==> config.mk <==
export PLATFORM = sky130hd
export DESIGN_NAME = rr_mux_n_flat
export DESIGN_NICKNAME = d
export VERILOG_FILES = /design/src/rtl/cgra_mux_pkg.sv /design/src/rtl/rr_mux_n_if.sv /design/src/rtl/rr_arbiter.sv /design/src/rtl/rr_mux_n.sv /design/src/flat_wrapper.sv
export SDC_FILE = /design/constraint.sdc
export NUM_CORES = 1
export LEC_CHECK = 0
export BUFFER_PORTS_ARGS = -buffer_cell sky130_fd_sc_hd__buf_2
export CELL_PAD_IN_SITES_DETAIL_PLACEMENT = 0
export CELL_PAD_IN_SITES_GLOBAL_PLACEMENT = 2
export CORE_MARGIN = 2
export CORE_UTILIZATION = 18
export CTS_BUF_LIST = sky130_fd_sc_hd__clkbuf_16
export DETAILED_ROUTE_END_ITERATION = 10
export GPL_ROUTABILITY_DRIVEN = 1
export PLACE_DENSITY_LB_ADDON = 0.2
export SETUP_SLACK_MARGIN = 0.02
export SYNTH_ARGS = -nofsm -noshare
export SYNTH_HDL_FRONTEND = slang
export SYNTH_HIERARCHICAL = 1
export SYNTH_SLANG_ARGS = --single-unit
export TNS_END_PERCENT = 30
==> constraint.sdc <==
create_clock -name clk -period 3.19 [get_ports clk]
set_input_delay 0.1595 -clock clk [delete_from_list [all_inputs] [get_ports clk]]
set_output_delay 0.1595 -clock clk [all_outputs]
set_load 0.05 [all_outputs]
==> src/rtl/cgra_mux_pkg.sv <==
// Shared definitions for the CGRA datapath multiplexers: select-mode
// encoding, channel-count ceiling and the round-robin pointer step.
package cgra_mux_pkg;

   typedef enum logic {
      MUX_MODE_FIXED = 1'b0,
      MUX_MODE_RR    = 1'b1
   } mux_mode_e;

   localparam int N_IN_MAX = 16;

   // Pointer position that follows a granted channel, wrapping to 0 after the last one.
   function automatic int rr_next_ptr(input int g, input int n);
      return (g == n - 1) ? 0 : g + 1;
   endfunction

endpackage

==> src/rtl/rr_mux_n_if.sv <==
// Handshake bundle between the PE output ports, the N:1 mux and the routing
// fabric. The slave modport is the mux's view; master is the environment's.
interface rr_mux_n_if
   import cgra_mux_pkg::*;
#(
   parameter int WIDTH = 32,
   parameter int N_IN  = 4
);

   localparam int SEL_W = $clog2(N_IN);

   logic [N_IN*WIDTH-1:0] in_data;
   logic [N_IN-1:0]       in_valid;
   logic [N_IN-1:0]       in_ready;
   logic                  mode;
   logic [SEL_W-1:0]      sel;
   logic [WIDTH-1:0]      out_data;
   logic                  out_valid;
   logic                  out_ready;
   logic [SEL_W-1:0]      out_src;

   modport master (
      output in_data, in_valid, mode, sel, out_ready,
      input  in_ready, out_data, out_valid, out_src
   );

   modport slave (
      input  in_data, in_valid, mode, sel, out_ready,
      output in_ready, out_data, out_valid, out_src
   );

endinterface

==> src/rtl/rr_arbiter.sv <==
// Combinational round-robin arbiter: the request vector is rotated so that
// the pointer position sits at bit 0, the lowest set bit is found, and the
// result is rotated back into an absolute channel index.
module rr_arbiter
   import cgra_mux_pkg::*;
#(
   parameter  int N_IN  = 4,
   localparam int SEL_W = $clog2(N_IN)
) (
   input  logic [N_IN-1:0]  req,
   input  logic [SEL_W-1:0] ptr,
   output logic [SEL_W-1:0] grant,
   output logic             grant_valid
);

   logic [N_IN-1:0]  rotated;
   logic [SEL_W-1:0] first;

   // Rotate requests so the channel at ptr becomes bit 0.
   always_comb begin
      rotated = '0;
      for (int i = 0; i < N_IN; i++) begin
         rotated[i] = req[(i + int'(ptr)) % N_IN];
      end
   end

   // Lowest set bit of the rotated vector is the highest-priority requester.
   always_comb begin
      first = '0;
      for (int i = N_IN - 1; i >= 0; i--) begin
         if (rotated[i]) begin
            first = SEL_W'(i);
         end
      end
   end

   // Undo the rotation to get the absolute channel index.
   always_comb begin
      grant = SEL_W'((int'(first) + int'(ptr)) % N_IN);
   end

   assign grant_valid = |req;

endmodule

==> src/rtl/rr_mux_n.sv <==
// Registered N:1 stream multiplexer with valid/ready handshaking. A channel
// is picked either by an explicit index or by round-robin arbitration, and
// the chosen word is held in an output register until downstream takes it.
// Sources that are not granted see in_ready low and must wait.
module rr_mux_n
   import cgra_mux_pkg::*;
#(
   parameter int WIDTH = 32,
   parameter int N_IN  = 4
) (
   input  logic       clk,
   input  logic       rst_n,
   rr_mux_n_if.slave  bus
);

   localparam int SEL_W = $clog2(N_IN);

   logic [SEL_W-1:0] ptr;
   logic [SEL_W-1:0] rr_grant;
   logic             rr_grant_valid;
   logic [SEL_W-1:0] grant;
   logic             grant_valid;
   logic             load;
   logic             xfer;
   logic [N_IN-1:0]  ready_vec;
   logic [WIDTH-1:0] grant_data;
   logic [WIDTH-1:0] out_data_q;
   logic             out_valid_q;
   logic [SEL_W-1:0] out_src_q;

   rr_arbiter #(.N_IN(N_IN)) u_arb (
      .req         (bus.in_valid),
      .ptr         (ptr),
      .grant       (rr_grant),
      .grant_valid (rr_grant_valid)
   );

   // The output register can take a new word when empty or being drained this cycle.
   assign load = !out_valid_q || bus.out_ready;

   // Choose between the arbiter's pick and the explicit select; an out-of-range select grants nobody.
   always_comb begin
      if (bus.mode == MUX_MODE_RR) begin
         grant       = rr_grant;
         grant_valid = rr_grant_valid;
      end else begin
         grant       = bus.sel;
         grant_valid = (int'(bus.sel) < N_IN);
      end
   end

   // Raise ready only on the granted channel and steer its data toward the register.
   always_comb begin
      ready_vec  = '0;
      grant_data = '0;
      for (int i = 0; i < N_IN; i++) begin
         if (grant == SEL_W'(i)) begin
            ready_vec[i] = rst_n && load && grant_valid;
            grant_data   = bus.in_data[i*WIDTH +: WIDTH];
         end
      end
   end

   assign xfer         = |(ready_vec & bus.in_valid);
   assign bus.in_ready = ready_vec;

   // Output register and round-robin pointer; the pointer only advances on RR-mode transfers.
   always_ff @(posedge clk) begin
      if (!rst_n) begin
         out_valid_q <= 1'b0;
         out_data_q  <= '0;
         out_src_q   <= '0;
         ptr         <= '0;
      end else if (load) begin
         out_valid_q <= xfer;
         if (xfer) begin
            out_data_q <= grant_data;
            out_src_q  <= grant;
            if (bus.mode == MUX_MODE_RR) begin
               ptr <= SEL_W'(rr_next_ptr(int'(grant), N_IN));
            end
         end
      end
   end

   assign bus.out_data  = out_data_q;
   assign bus.out_valid = out_valid_q;
   assign bus.out_src   = out_src_q;

endmodule
==> src/flat_wrapper.sv <==
// flat-port wrapper written by rule: the top's interface ports become plain ports
module rr_mux_n_flat import cgra_mux_pkg::*;
#(
   parameter int WIDTH = 32,
   parameter int N_IN  = 4
)
  (clk, rst_n, bus_in_data, bus_in_valid, bus_mode, bus_sel, bus_out_ready, bus_in_ready, bus_out_data, bus_out_valid, bus_out_src);
  rr_mux_n_if #(.WIDTH(WIDTH), .N_IN(N_IN)) bus_i ();
  input  logic clk;
  input  logic rst_n;
  input wire logic [$bits(bus_i.in_data)-1:0] bus_in_data;
  input wire logic [$bits(bus_i.in_valid)-1:0] bus_in_valid;
  input wire logic [$bits(bus_i.mode)-1:0] bus_mode;
  input wire logic [$bits(bus_i.sel)-1:0] bus_sel;
  input wire logic [$bits(bus_i.out_ready)-1:0] bus_out_ready;
  output wire logic [$bits(bus_i.in_ready)-1:0] bus_in_ready;
  output wire logic [$bits(bus_i.out_data)-1:0] bus_out_data;
  output wire logic [$bits(bus_i.out_valid)-1:0] bus_out_valid;
  output wire logic [$bits(bus_i.out_src)-1:0] bus_out_src;
  assign bus_i.in_data = bus_in_data;
  assign bus_i.in_valid = bus_in_valid;
  assign bus_i.mode = bus_mode;
  assign bus_i.sel = bus_sel;
  assign bus_i.out_ready = bus_out_ready;
  assign bus_in_ready = bus_i.in_ready;
  assign bus_out_data = bus_i.out_data;
  assign bus_out_valid = bus_i.out_valid;
  assign bus_out_src = bus_i.out_src;
  rr_mux_n #(.WIDTH(WIDTH), .N_IN(N_IN)) u_core (.clk(clk), .rst_n(rst_n), .bus(bus_i));
endmodule
Word level (Yosys, flattened, before mapping)
Cells that the tools add are included.
Word-level totals
  bits in registers: 37
  latch bits: 0
  memory bits (writable): 0
  memory bits (read-only): 0
  memories kept: 0
Cells by class
  $add $sub $neg: 5
  multipliers: 0
  div/mod/pow operators: 0
  magnitude comparators: 4
  equality and inequality tests: 4
  shift-type cells: 0
  mux-type cells: 26
  bitwise logic cells: 4
  reduce and logical (&&, ||, !) cells: 12
Operators by type and width (number)
  $mux 32: 4
  $lt 3x4->1 const B: 3
  $mux 1: 12
  $mux 2: 6
  $bmux 1 s2: 4
  $reduce_or 4->1: 2
  $reduce_or 2->1: 3
  $add 2x2->2 const A: 2
  $and 4x4->4: 1
  $eq 2x1->1 const B: 2
  $eq 2x2->1 const B: 2
  $and 1x1->1 const A: 3
  $lt 2x3->1 const B: 1
  $reduce_and 3->1: 1
  $add 1x2->2 const A: 1
  $add 2x1->2 const B: 1
  $add 2x2->2: 1
  $logic_and 1x1->1: 2
  $logic_not 2->1: 1
  $reduce_and 2->1: 1
  $logic_not 1->1: 1
  $logic_or 1x1->1: 1

Logic depth before layout (Yosys ltp)
Gate-level depths: netlist of run 1.
  depth in word-level cells: 17
  gate-level depth with buffers: 17
  gate-level depth less buffers: 14

Hierarchy
The synthesis of run 1 kept the hierarchy.
By module, submodules not included
  rr_mux_n: times used 1, cells an instance 362, area each 2418.6 um2, seq. area each 740.7 um2
  rr_arbiter: times used 1, cells an instance 27, area each 181.4 um2, seq. area each 0.0 um2

Worst setup path after synthesis of run 1
No wires, ideal clock.
  path kind: reg2reg
  start: register u_core.ptr[0]
  end: register u_core.out_data_q[21], in the netlist u_core/bus.out_data[21]
  arrival: 2.882 ns
  required time: 3.068 ns
  path slack: 0.186 ns
  cell stages (with the launch flop): 16
  buffers on the path: 4
  path through: dfxtp_1 > buf_6 > o311ai_0 > o21ai_0 > o221ai_1 > ha_1 > xnor2_1 > xnor2_1 > mux2i_1 > ha_1 > buf_2 > a22oi_2 > a2111oi_4 > buf_2 > buf_2 > a21oi_1
Between the ends
  cells in the longest elaborated chain, start to end: 15
  elaborated cells on any way between the ends: 35
  classes of those cells: add/sub: 4; eq/ne: 3; mux: 24; bitwise: 1; reduce/logical: 3
RTL lines
  start, declared: RTL line rr_mux_n.sv:18  | logic [SEL_W-1:0] ptr;
  start signal, assigned: RTL line rr_mux_n.sv:80  | ptr <= SEL_W'(rr_next_ptr(int'(grant), N_IN));
  $add 2x2->2: RTL line rr_arbiter.sv:23  | rotated[i] = req[(i + int'(ptr)) % N_IN];
  $bmux 1 s2: RTL line rr_arbiter.sv:23
  $mux 1 (not written as such) (2 in a row): RTL line rr_arbiter.sv:23
  $mux 2 (4 in a row): RTL line rr_arbiter.sv:31  | if (rotated[i]) begin
  $add 2x2->2 (*): RTL line rr_arbiter.sv:39  | grant = SEL_W'((int'(first) + int'(ptr)) % N_IN);
  net u_core.rr_grant[1]: RTL line rr_mux_n.sv:19  | logic [SEL_W-1:0] rr_grant;
  $mux 2 (*): RTL line rr_mux_n.sv:43  | if (bus.mode == MUX_MODE_RR) begin
  $eq 2x1->1, or another cell as far along: RTL line rr_mux_n.sv:57  | if (grant == SEL_W'(i)) begin
  $mux 1 / $mux 32 (equally long branches): RTL line rr_mux_n.sv:57
  $and 4x4->4 / $mux 32 (equally long branches): RTL line rr_mux_n.sv:64, rr_mux_n.sv:57
  $reduce_or 4->1 / $mux 32 (equally long branches): RTL line rr_mux_n.sv:64, rr_mux_n.sv:57
  $reduce_and 2->1 (no line) / $mux 32 (equally long branches)
  end signal, assigned: RTL line rr_mux_n.sv:77  | out_data_q <= grant_data;
  end, declared: RTL line rr_mux_n.sv:27  | logic [WIDTH-1:0] out_data_q;
Mark *: on every way through the listed nets, which the timed path passes. The rest lies on a longest branch. The select of a mux whose other input is x is not followed.
A chain may end at the register's enable or synchronous reset.

Worst setup path after layout of run 1
  start: register u_core.ptr[0]
  end: output port bus_in_ready[3]
Between the ends
  cells in the longest elaborated chain, start to end: 12
  elaborated cells on any way between the ends: 22
  classes of those cells: add/sub: 4; eq/ne: 1; mux: 17
RTL lines
  $add 2x2->2: RTL line rr_arbiter.sv:23
  $bmux 1 s2: RTL line rr_arbiter.sv:23
  $mux 1 (not written as such) (2 in a row): RTL line rr_arbiter.sv:23
  $mux 2 (4 in a row): RTL line rr_arbiter.sv:31
  $add 2x2->2 (*): RTL line rr_arbiter.sv:39
  net u_core.rr_grant[1]: RTL line rr_mux_n.sv:19
  $mux 2 (*): RTL line rr_mux_n.sv:43
  net u_core.grant[1]: RTL line rr_mux_n.sv:21  | logic [SEL_W-1:0] grant;
  $eq 2x2->1 (*): RTL line rr_mux_n.sv:57
  $mux 1 (*): RTL line rr_mux_n.sv:57
  end, declared: RTL line flat_wrapper.sv:16  | output wire logic [$bits(bus_i.in_ready)-1:0] bus_in_ready;
Marks and branches as above.

==> impl_metrics.env, run 1 <==
export IMPL_outcome="complete, no violations"
export IMPL_r2r_end="u_core/bus.out_data[0]"
export IMPL_cts_clk_slew_worst_paths_ns=0.06
export IMPL_core_area_mm2=0.01399
export IMPL_fmax_mhz=335.4
export IMPL_grt_max_degree=67
export IMPL_diodes=0
export IMPL_ys_ff_latch=37
export IMPL_tns_ns=0
export IMPL_cts_tree="built"
export IMPL_utilization_pct=28.09
export IMPL_finalCriticalPeriod_ns=2.981
export IMPL_portBuffers=176
export IMPL_nets=691
export IMPL_maxCapViolCount=0
export IMPL_crit_path_start_kind="flip-flop"
export IMPL_r2r_start="u_core/ptr[0]"
export IMPL_synth_area_mm2=0.002600
export IMPL_cell_internal_pwr_mw=1.154
export IMPL_grt_util_all_layers_pct=12.81
export IMPL_die_w_um=124.2
export IMPL_routed_wirelength_um=10630
export IMPL_ant_nets=0
export IMPL_crit_type="flip-flop to output pin"
export IMPL_p_leak_nw=1.893
export IMPL_grt_pass1_vias=3152
export IMPL_power_switching_mw=0.8787
export IMPL_fill_cells=1607
export IMPL_required_ns=3.03
export IMPL_synth_top_area_share_pct=28.49
export IMPL_ctsHoldBuffers=0
export IMPL_crit_fanout=66
export IMPL_dr_total_vias=3309
export IMPL_skew_ns=0.003409
export IMPL_synthTopCellsByArea="dfxtp_1 28%, a21oi_1 18%, o21ai_0 11%"
export IMPL_postSynthAreaPerCell_um2=6.684
export IMPL_area_growth_pct=51.11
export IMPL_antenna_found_initial=0
export IMPL_root_buffer="clkbuf_16"
export IMPL_rrSetupSlack_ns=0.21
export IMPL_ios=177
export IMPL_startpoint="u_core/ptr[0]"
export IMPL_slowest_stage="dfxtp_2"
export IMPL_postSynthCellCount=389
export IMPL_period_share_pct=93.46
export IMPL_endpoint="bus_in_ready[3]"
export IMPL_preCtsSetupSlack_ns=-0.02138
export IMPL_worstHoldPathType="input port to flip-flop"
export IMPL_peakVddDrop_mv=0.1726
export IMPL_via_per_inst=4.539
export IMPL_yosysTopAreaCell="dfxtp_1"
export IMPL_p_sw_share_pct=43.22
export IMPL_cts_sinks=37
export IMPL_clock_tree_buffer_depth=2
export IMPL_die_h_um=124.2
export IMPL_synth_seq_area_share_pct=28.49
export IMPL_dp_hpwl_um=7427
export IMPL_p_comb_share_pct=49.3
export IMPL_ys_warn_count=6
export IMPL_seq_power_share_pct=27.5
export IMPL_row_count=43
export IMPL_endpoint_kind="output pin"
export IMPL_slew_headroom_pct=61.13
export IMPL_die_area_mm2=0.01542
export IMPL_first_pass_iters=4
export IMPL_wire_per_inst_um=14.58
export IMPL_initial_core_util_pct=18.59
export IMPL_arrival_ns=2.82
export IMPL_slew_viol_final=0
export IMPL_tightest_slew_ns=0.5830
export IMPL_gp_congestion=0.7944
export IMPL_finalPower_mw=2.033
export IMPL_overflow=0
export IMPL_synthesis_nets=532
export IMPL_worst_path_largest_cell_delay_ns=0.36
export IMPL_cts_buffers=5
export IMPL_drc=0
export IMPL_clkPwrFrac_pct=23.2
export IMPL_synth_cell_types=33
export IMPL_setup_slack_ns=0.2086
export IMPL_clock_latency_ns=0.27
export IMPL_path_cells="o311ai_1 > o21ai_1 > o221ai_1 > ha_1 > xnor2_1 > xnor2_1 > mux2i_2 > inv_1 > ha_4 > buf_12 > and3_1 > buf_2"
export IMPL_r2r_cells=15
export IMPL_final_hold_viol_count=0
export IMPL_drive_gt1_share_pct=37.70
export IMPL_power_density_mw_per_mm2=517.5
export IMPL_cp_common_cell="xnor2_1"
export IMPL_rsz0062_at_grt="yes"
export IMPL_first_iter_violations=176
export IMPL_grt_pass1_wl_um=15660
export IMPL_hold_slack_ns=0.1698
export IMPL_setup_viol=0
export IMPL_cts_max_level=2
-- power by group through the flow --
stage | clock, mW | combinational (mW) | sequential (mW)
floorplan | 0 | 0.450 | 0.783
global placement | 0 | 0.974 | 0.568
detailed placement | 0 | 0.976 | 0.567
CTS | 0.491 | 0.988 | 0.558
global route | 0.517 | 1.11 | 0.565
finish | 0.471 | 1.00 | 0.558
-- synthesized netlist by cell type (all sizes together) --
cell type,count
a21oi,95
a22oi,33
a32oi,1
nand3b,1
or2,1
o21ai,66
nor2b,3
a2111oi,2
o22ai,2
buf,13
xnor2,2
o221ai,1
nor3,1
o311ai,1
nand2b,1
mux2,1
nand2,39
a211oi,2
clkbuf,23
nor2,11
and3,4
a31oi,2
mux2i,4
ha,5
inv,36
or2b,2
dfxtp,37
-- cells in the final DEF (no fill, tap or decap), drive strengths merged --
cell and instances:
buf 187, a21oi 95, o21ai 66, nand2 39, dfxtp 37, inv 36
a22oi 33, nor2 11, clkbuf 6, ha 5, and3 4, mux2i 4
nor2b 3, clkinv 3, a31oi 2, a211oi 2, or2b 2, o22ai 2
xnor2 2, a2111oi 2, nand2b 1, nand3b 1, o311ai 1, o221ai 1
or2 1, mux2 1, a32oi 1, nor3 1
-- through the flow --
stage | cells | area [um^2]
floorplan | 389 | 2600
global placement | 719 | 3701
detailed placement | 719 | 3701
CTS | 728 | 3857
global route | 729 | 3929
finish | 729 | 3929
-- repair_timing --
action / CTS / global route
buffers inserted: 1 / 0
hold endpoints to repair: 0 / 0
cloned: 0 / 1
pin swaps: 1 / 0
gates resized for setup: 3 / 11
setup endpoints to repair: 22 / 41
-- worst max-delay path, delay by kind of cell (launching register included) --
kind | cells | cell delay [ns]
DFF | 1 | 0.36
adders and majority gates | 2 | 0.37
and+or+nand+nor | 1 | 0.20
buffers and inverters | 3 | 0.68
muxes | 1 | 0.13
AOI/OAI and AO/OA | 3 | 0.51
xor gates and xnor gates | 2 | 0.28
-- routing by layer --
layer	GRT usage (%)	vias up	routed length, um
met4	2.949	0	138
met1	16.64	1501	4725
li1	-	1690	-
met5	0	-	0
met3	3.434	8	846
met2	21.14	110	4917
-- cell families after synthesis --
group,share of synthesized area [%]
DFF,28.49
and+or+nand+nor,10.44
adders and majority gates,2.406
xor gates and xnor gates,0.6738
muxes,2.117
buffers and inverters,10.97
AOI/OAI and AO/OA,44.90
-- state kept, by name, summed over array words and instances, names as in the netlist --
| name | flops |
|---|---|
| u_core/bus.out_data | 32 |
| u_core/bus.out_src | 2 |
| u_core/ptr | 2 |
| u_core/bus.out_valid | 1 |
-- how the worst min path moves through the flow --
stage                          from                      to  slack, ns  cells after the start
floorplan                     rst_n  u_core/bus.out_data[0]       0.30                      2
global placement    bus_in_data[96]  u_core/bus.out_data[0]       0.43                      3
global route        bus_in_data[96]  u_core/bus.out_data[0]       0.17                      3
finish              bus_in_data[96]  u_core/bus.out_data[0]       0.17                      3
CTS                 bus_in_data[96]  u_core/bus.out_data[0]       0.16                      3
detailed placement  bus_in_data[96]  u_core/bus.out_data[0]       0.45                      3
-- layout make-up --
cell class                 count  area, um^2  share of cell area, %
clock buffer                   5       125.1                  3.185
inverter                      36       135.1                  3.439
clock inverter                 3       12.51                 0.3185
timing repair buffer         188        1066                  27.13
sequential                    37       742.0                  18.89
multi-input combinational    280        1623                  41.31
tap                          180       225.2                  5.732
Note: power is estimated with default switching activity, not from simulation.
==> run 2, diff against run 1 <==
Settings changed: CORE_ASPECT_RATIO set to 2, CORE_MARGIN 2 to 10.
==> run 2 against run 1 <==
Critical endpoint is now u_core/bus.out_data[18]. Via count up 3.2%. Clock power about the same. Cell count up 3.4%. Register-to-register slack lost 0.03 ns. First-iteration DRC count decreased by 28%. Total power grew 7.0%. Critical path type is now flip-flop to flip-flop. Worst hold slack gained 0.0024 ns. Clock-buffer cell count unchanged. Non-clock buffer count increased by 12.
==> impl_metrics.env, run 2 (synthesized netlist as in run 1, its figures left out) <==
export IMPL_outcome="complete, no violations"
export IMPL_cts_clk_slew_worst_paths_ns=0.06
export IMPL_ant_nets=0
export IMPL_rrSetupSlack_ns=0.18
export IMPL_overflow=0
export IMPL_grt_util_all_layers_pct=12.53
export IMPL_dp_hpwl_um=10200
export IMPL_grt_pass1_vias=3486
export IMPL_endpoint="u_core/bus.out_data[18]"
export IMPL_ctsHoldBuffers=0
export IMPL_preCtsSetupSlack_ns=-0.005252
export IMPL_tightest_slew_ns=0.5544
export IMPL_postLayoutCellArea_mm2=0.004203
export IMPL_final_cell_mix="176 x buf_2, 95 x a21oi_1, 55 x o21ai_0, 39 x nand2_1"
export IMPL_endpoint_kind="flip-flop"
export IMPL_root_buffer="clkbuf_16"
export IMPL_layout_commonest_cell="buf_2"
export IMPL_crit_type="flip-flop to flip-flop"
export IMPL_clock_latency_ns=0.28
export IMPL_drc=0
export IMPL_worst_path_largest_cell_delay_ns=0.37
export IMPL_r2r_end="u_core/bus.out_data[18]"
export IMPL_die_w_um=105.0
export IMPL_routed_wirelength_um=14740
export IMPL_gp_congestion=0.7364
export IMPL_die_h_um=190.0
export IMPL_rsz0062_at_grt="no"
export IMPL_peakVddDrop_mv=0.1786
export IMPL_drive_gt1_share_pct=40.46
export IMPL_grt_max_degree=67
export IMPL_placed_area_mm2=0.003709
export IMPL_dr_total_vias=3415
export IMPL_via_per_inst=4.529
export IMPL_startpoint="u_core/ptr[0]"
export IMPL_largest_reg_flops=32
export IMPL_nets=703
export IMPL_first_pass_iters=4
export IMPL_period_share_pct=94.28
export IMPL_worst_path_buf_inv=3
export IMPL_ios=177
export IMPL_setup_slack_ns=0.1826
export IMPL_wire_per_inst_um=19.55
export IMPL_grt_pass1_wl_um=19550
export IMPL_slowest_stage="a2111oi_4"
export IMPL_path_cells="nand3b_1 > o311ai_2 > o21ai_1 > o221ai_1 > ha_2 > xnor2_2 > xnor2_1 > mux2i_2 > buf_4 > ha_4 > a22oi_2 > a2111oi_4 > buf_6 > clkbuf_16 > o21ai_0 > a21oi_1"
export IMPL_utilization_pct=29.44
export IMPL_required_ns=3.40
export IMPL_area_growth_pct=61.65
export IMPL_arrival_ns=3.22
export IMPL_worstHoldPathType="input port to flip-flop"
export IMPL_crit_path_start_kind="flip-flop"
export IMPL_power_density_mw_per_mm2=517.7
export IMPL_holdPathStages=3
export IMPL_maxCapViolCount=0
export IMPL_slew_headroom_pct=63.04
export IMPL_finalCriticalPeriod_ns=3.007
export IMPL_row_count=62
export IMPL_skew_ns=0.005029
export IMPL_portBuffers=176
export IMPL_first_iter_violations=127
export IMPL_fmax_mhz=332.5
export IMPL_cp_num_cells=16
export IMPL_final_hold_viol_count=0
export IMPL_cts_buffers=5
export IMPL_p_leak_nw=2.002
export IMPL_initial_core_util_pct=18.22
export IMPL_antenna_found_initial=1
export IMPL_crit_fanout=9
export IMPL_r2r_start="u_core/ptr[0]"
export IMPL_die_area_mm2=0.01994
export IMPL_clock_tree_buffer_depth=2
export IMPL_r2r_cells=16
export IMPL_cts_max_level=2
export IMPL_cts_tree="built"
export IMPL_min_from="bus_in_data[96]"
export IMPL_cts_sinks=37
export IMPL_path_delay_family="compound AO/OA/AOI/OAI gates"
export IMPL_core_area_mm2=0.01427
export IMPL_setup_viol=0
export IMPL_slew_viol_final=0
==> run 2: per-layer routing <==
| metal | up-vias | share of wire (%) | GRT usage, % |
|---|---|---|---|
| li1 | 1717 | - | - |
| met1 | 1594 | 35 | 11.29 |
| met2 | 95 | 59 | 26.33 |
| met3 | 9 | 4.5 | 2.813 |
| met4 | 0 | 1.1 | 3.344 |
| met5 | - | 0 | 0 |
==> run 2: layout make-up <==
cell class	instances	area (um^2)
clock inverters	3	13.76
clock buffers	5	125.1
well taps	192	240.2
flip-flops and latches	37	745.7
inverters	36	137.6
diodes	1	2.502
repair buffers	200	1280
multi-input cells	280	1658
fillers	1654	10070
==> run 2: repair_timing <==
item | in CTS | in global routing
setup endpoints to repair | 30 | 41
setup buffers | 1 | 5
pin swaps | 1 | 4
resized for setup | 4 | 20
gates cloned | 0 | 9
==> run 2: worst min path at each step <==
stage,to,slack (ns)
after CTS,u_core/bus.out_data[0],0.16
after global routing,u_core/bus.out_data[0],0.17
after detailed placement,u_core/bus.out_data[0],0.46
after floorplan,u_core/bus.out_data[0],0.30
final,u_core/bus.out_data[0],0.17
after global placement,u_core/bus.out_data[0],0.44
==> run 2: worst reg2reg max path, stage by stage, from the launching register on <==
cell and delay [ns]:
dfxtp_4 0.36, nand3b_1 0.10, o311ai_2 0.11, o21ai_1 0.09, o221ai_1 0.12, ha_2 0.22
xnor2_2 0.13, xnor2_1 0.14, mux2i_2 0.22, buf_4 0.16, ha_4 0.17, a22oi_2 0.10
a2111oi_4 0.37, buf_6 0.24, clkbuf_16 0.19, o21ai_0 0.07, a21oi_1 0.16
==> run 2: per-stage QoR <==
step | cells | TNS, ns | power (mW) | hold slack [ns]
floorplan | 389 | 0 | 1.232 | 0.2978
global placement | 730 | 0 | 1.571 | 0.4394
detailed placement | 730 | -0.005252 | 1.572 | 0.4618
CTS | 739 | 0 | 2.072 | 0.1640
global route | 753 | 0 | 2.316 | 0.1693
finish | 754 | 0 | 2.176 | 0.1722
==> run 2: where the power goes <==
part           total, mW  switching [mW]  internal, mW
Sequential         0.561          0.0337         0.527
Clock              0.473           0.190         0.284
Combinational       1.14           0.725         0.416
==> run 3, diff against run 2 <==
Settings changed: RECOVER_POWER set to 100.
Clock period 3.19 ns to 2.45 ns, I/O delays scaled along.
==> run 3 against run 2 <==
The flow now finishes with violations (negative setup slack). Global-route usage up 0.90 points. Routed wire length decreased by 5.6%. Total power rose by 27%. Combinational power rose by 25%. Critical path type is now flip-flop to output pin. Critical endpoint is now bus_in_ready[0]. Largest power group unchanged.
==> impl_metrics.env, run 3 (synthesized netlist as in run 1, its figures left out) <==
export IMPL_postLayoutCellArea_mm2=0.004143
export IMPL_core_area_mm2=0.01427
export IMPL_outcome="finished with violations"
export IMPL_die_w_um=105.0
export IMPL_clock_tree_buffer_depth=2
export IMPL_drc=0
export IMPL_clock_latency_ns=0.28
export IMPL_first_pass_iters=4
export IMPL_cts_buffers=5
export IMPL_slew_headroom_pct=53.69
export IMPL_portBuffers=176
export IMPL_skew_ns=0.006117
export IMPL_p_leak_nw=1.897
export IMPL_ant_nets=0
export IMPL_placed_area_mm2=0.003835
export IMPL_fmax_mhz=339.0
export IMPL_gp_congestion=0.7792
export IMPL_power_density_mw_per_mm2=666.1
export IMPL_crit_type="flip-flop to output pin"
export IMPL_die_h_um=190.0
export IMPL_arrival_ns=2.83
export IMPL_largest_reg_flops=32
export IMPL_ios=177
export IMPL_routed_wirelength_um=13920
export IMPL_maxCapViolCount=0
export IMPL_dp_hpwl_um=10370
export IMPL_utilization_pct=29.02
export IMPL_finalCriticalPeriod_ns=2.950
export IMPL_grt_util_all_layers_pct=13.42
export IMPL_antenna_found_initial=2
export IMPL_grt_pass1_vias=3688
export IMPL_cts_tree="built"
export IMPL_final_cell_mix="139 x buf_2, 95 x a21oi_1, 56 x o21ai_0, 39 x nand2_1"
export IMPL_grt_pass1_wl_um=21040
export IMPL_crit_fanout=33
export IMPL_grt_max_degree=34
export IMPL_first_iter_violations=128
export IMPL_endpoint="bus_in_ready[0]"
export IMPL_rrSetupSlack_ns=-0.48
export IMPL_setup_viol=41
export IMPL_die_area_mm2=0.01994
export IMPL_overflow=0
export IMPL_root_buffer="clkbuf_16"
export IMPL_wire_per_inst_um=18.19
export IMPL_crit_path_start_kind="flip-flop"
export IMPL_peakVddDrop_mv=0.2705
export IMPL_rsz0062_at_grt="yes"
export IMPL_r2r_cells=17
export IMPL_row_count=62
export IMPL_worstHoldPathType="input port to flip-flop"
export IMPL_tightest_slew_ns=0.6977
export IMPL_via_per_inst=4.558
export IMPL_setup_slack_ns=-0.4996
export IMPL_area_growth_pct=59.34
export IMPL_final_hold_viol_count=0
export IMPL_drive_gt1_share_pct=34.97
export IMPL_required_ns=2.33
export IMPL_layout_commonest_cell="buf_2"
export IMPL_period_share_pct=120.4
export IMPL_violations="negative setup slack"
export IMPL_dr_total_vias=3487
export IMPL_r2r_start="u_core/ptr[0]"
export IMPL_cts_max_level=2
export IMPL_initial_core_util_pct=18.22
export IMPL_cts_sinks=37
export IMPL_startpoint="u_core/ptr[0]"
export IMPL_nets=715
export IMPL_cts_clk_slew_worst_paths_ns=0.06
export IMPL_r2r_end="u_core/bus.out_valid"
export IMPL_endpoint_kind="output pin"
export IMPL_slew_viol_final=0
-- run 3: changes by cell type in the layout (fill, tap and decap cells not counted), moves of 2 or more --
| cell | before | now |
|---|---|---|
| ha_2 | 2 | 4 |
| clkbuf_16 | 13 | 5 |
| and3_1 | 4 | 1 |
| ha_4 | 3 | 1 |
| bufbuf_16 | 0 | 2 |
| clkinv_2 | 2 | 0 |
| clkbuf_1 | 0 | 35 |
| and3_2 | 0 | 2 |
| buf_2 | 176 | 139 |
| buf_4 | 6 | 26 |
-- run 3: stage by stage --
step / cells / setup TNS [ns] / setup WS (ns) / hold slack (ns) / total power, mW
floorplan: 389 / -13.14 / -0.3550 / 0.2608 / 1.619
global placement: 749 / -16.71 / -0.4823 / 0.4033 / 2.061
detailed placement: 749 / -19.65 / -0.5737 / 0.4048 / 2.072
CTS: 763 / -17.72 / -0.4826 / 0.1067 / 2.828
global route: 765 / -27.89 / -0.7597 / 0.1354 / 2.959
finish: 765 / -17.87 / -0.4996 / 0.1125 / 2.760
-- run 3: final cells by class --
class / instances / area (um^2)
Timing Repair Buffer: 212 / 1267
Fill cell: 1671 / 10130
Multi-Input combinational cell: 280 / 1620
Sequential cell: 37 / 744.5
Antenna cell: 1 / 2.502
Tap cell: 192 / 240.2
Clock buffer: 5 / 125.1
Clock inverter: 2 / 7.507
Inverter: 36 / 135.1
-- run 3: per-layer routing --
| metal | vias to the layer above | global-route usage (%) | wire length (um) |
|---|---|---|---|
| li1 | 1737 | - | - |
| met1 | 1627 | 12.41 | 4823 |
| met2 | 107 | 27.40 | 8044 |
| met3 | 14 | 3.151 | 776 |
| met4 | 2 | 4.352 | 256 |
| met5 | - | 0 | 13 |
-- run 3: worst min path at each step --
stage,from,endpoint,slack (ns),cells past startpoint
after detailed placement,bus_in_data[96],u_core/bus.out_data[0],0.40,3
after global routing,bus_in_data[96],u_core/bus.out_data[0],0.14,3
final,bus_in_data[96],u_core/bus.out_data[0],0.11,3
after CTS,bus_in_data[96],u_core/bus.out_data[0],0.11,3
after global placement,bus_in_data[96],u_core/bus.out_data[0],0.40,3
after floorplan,rst_n,u_core/bus.out_data[0],0.26,2
-- run 3: power breakdown --
| part | total [mW] | internal (mW) | switching (mW) |
|---|---|---|---|
| clock | 0.602 | 0.364 | 0.238 |
| combinational | 1.42 | 0.518 | 0.903 |
| sequential | 0.736 | 0.686 | 0.0498 |
-- run 3: worst max-delay path, cell delays in order (launching register included) --
cell and delay (ns):
dfxtp_4 0.37, nand3b_1 0.08, o311ai_1 0.10, o21ai_1 0.11, o221ai_1 0.14, ha_2 0.22
xnor2_2 0.13, xnor2_1 0.13, mux2i_2 0.28, ha_2 0.27, buf_8 0.25, and3_1 0.19
buf_2 0.26
-- run 3: timing repair --
| item | in CTS | in global routing |
|---|---|---|
| cloned | 3 | 0 |
| gates resized for setup | 14 | 4 |
| setup buffers | 4 | 1 |
| setup endpoints to repair | 41 | 41 |
| pin swaps | 2 | 3 |
| hold buffers | 0 | 0 |
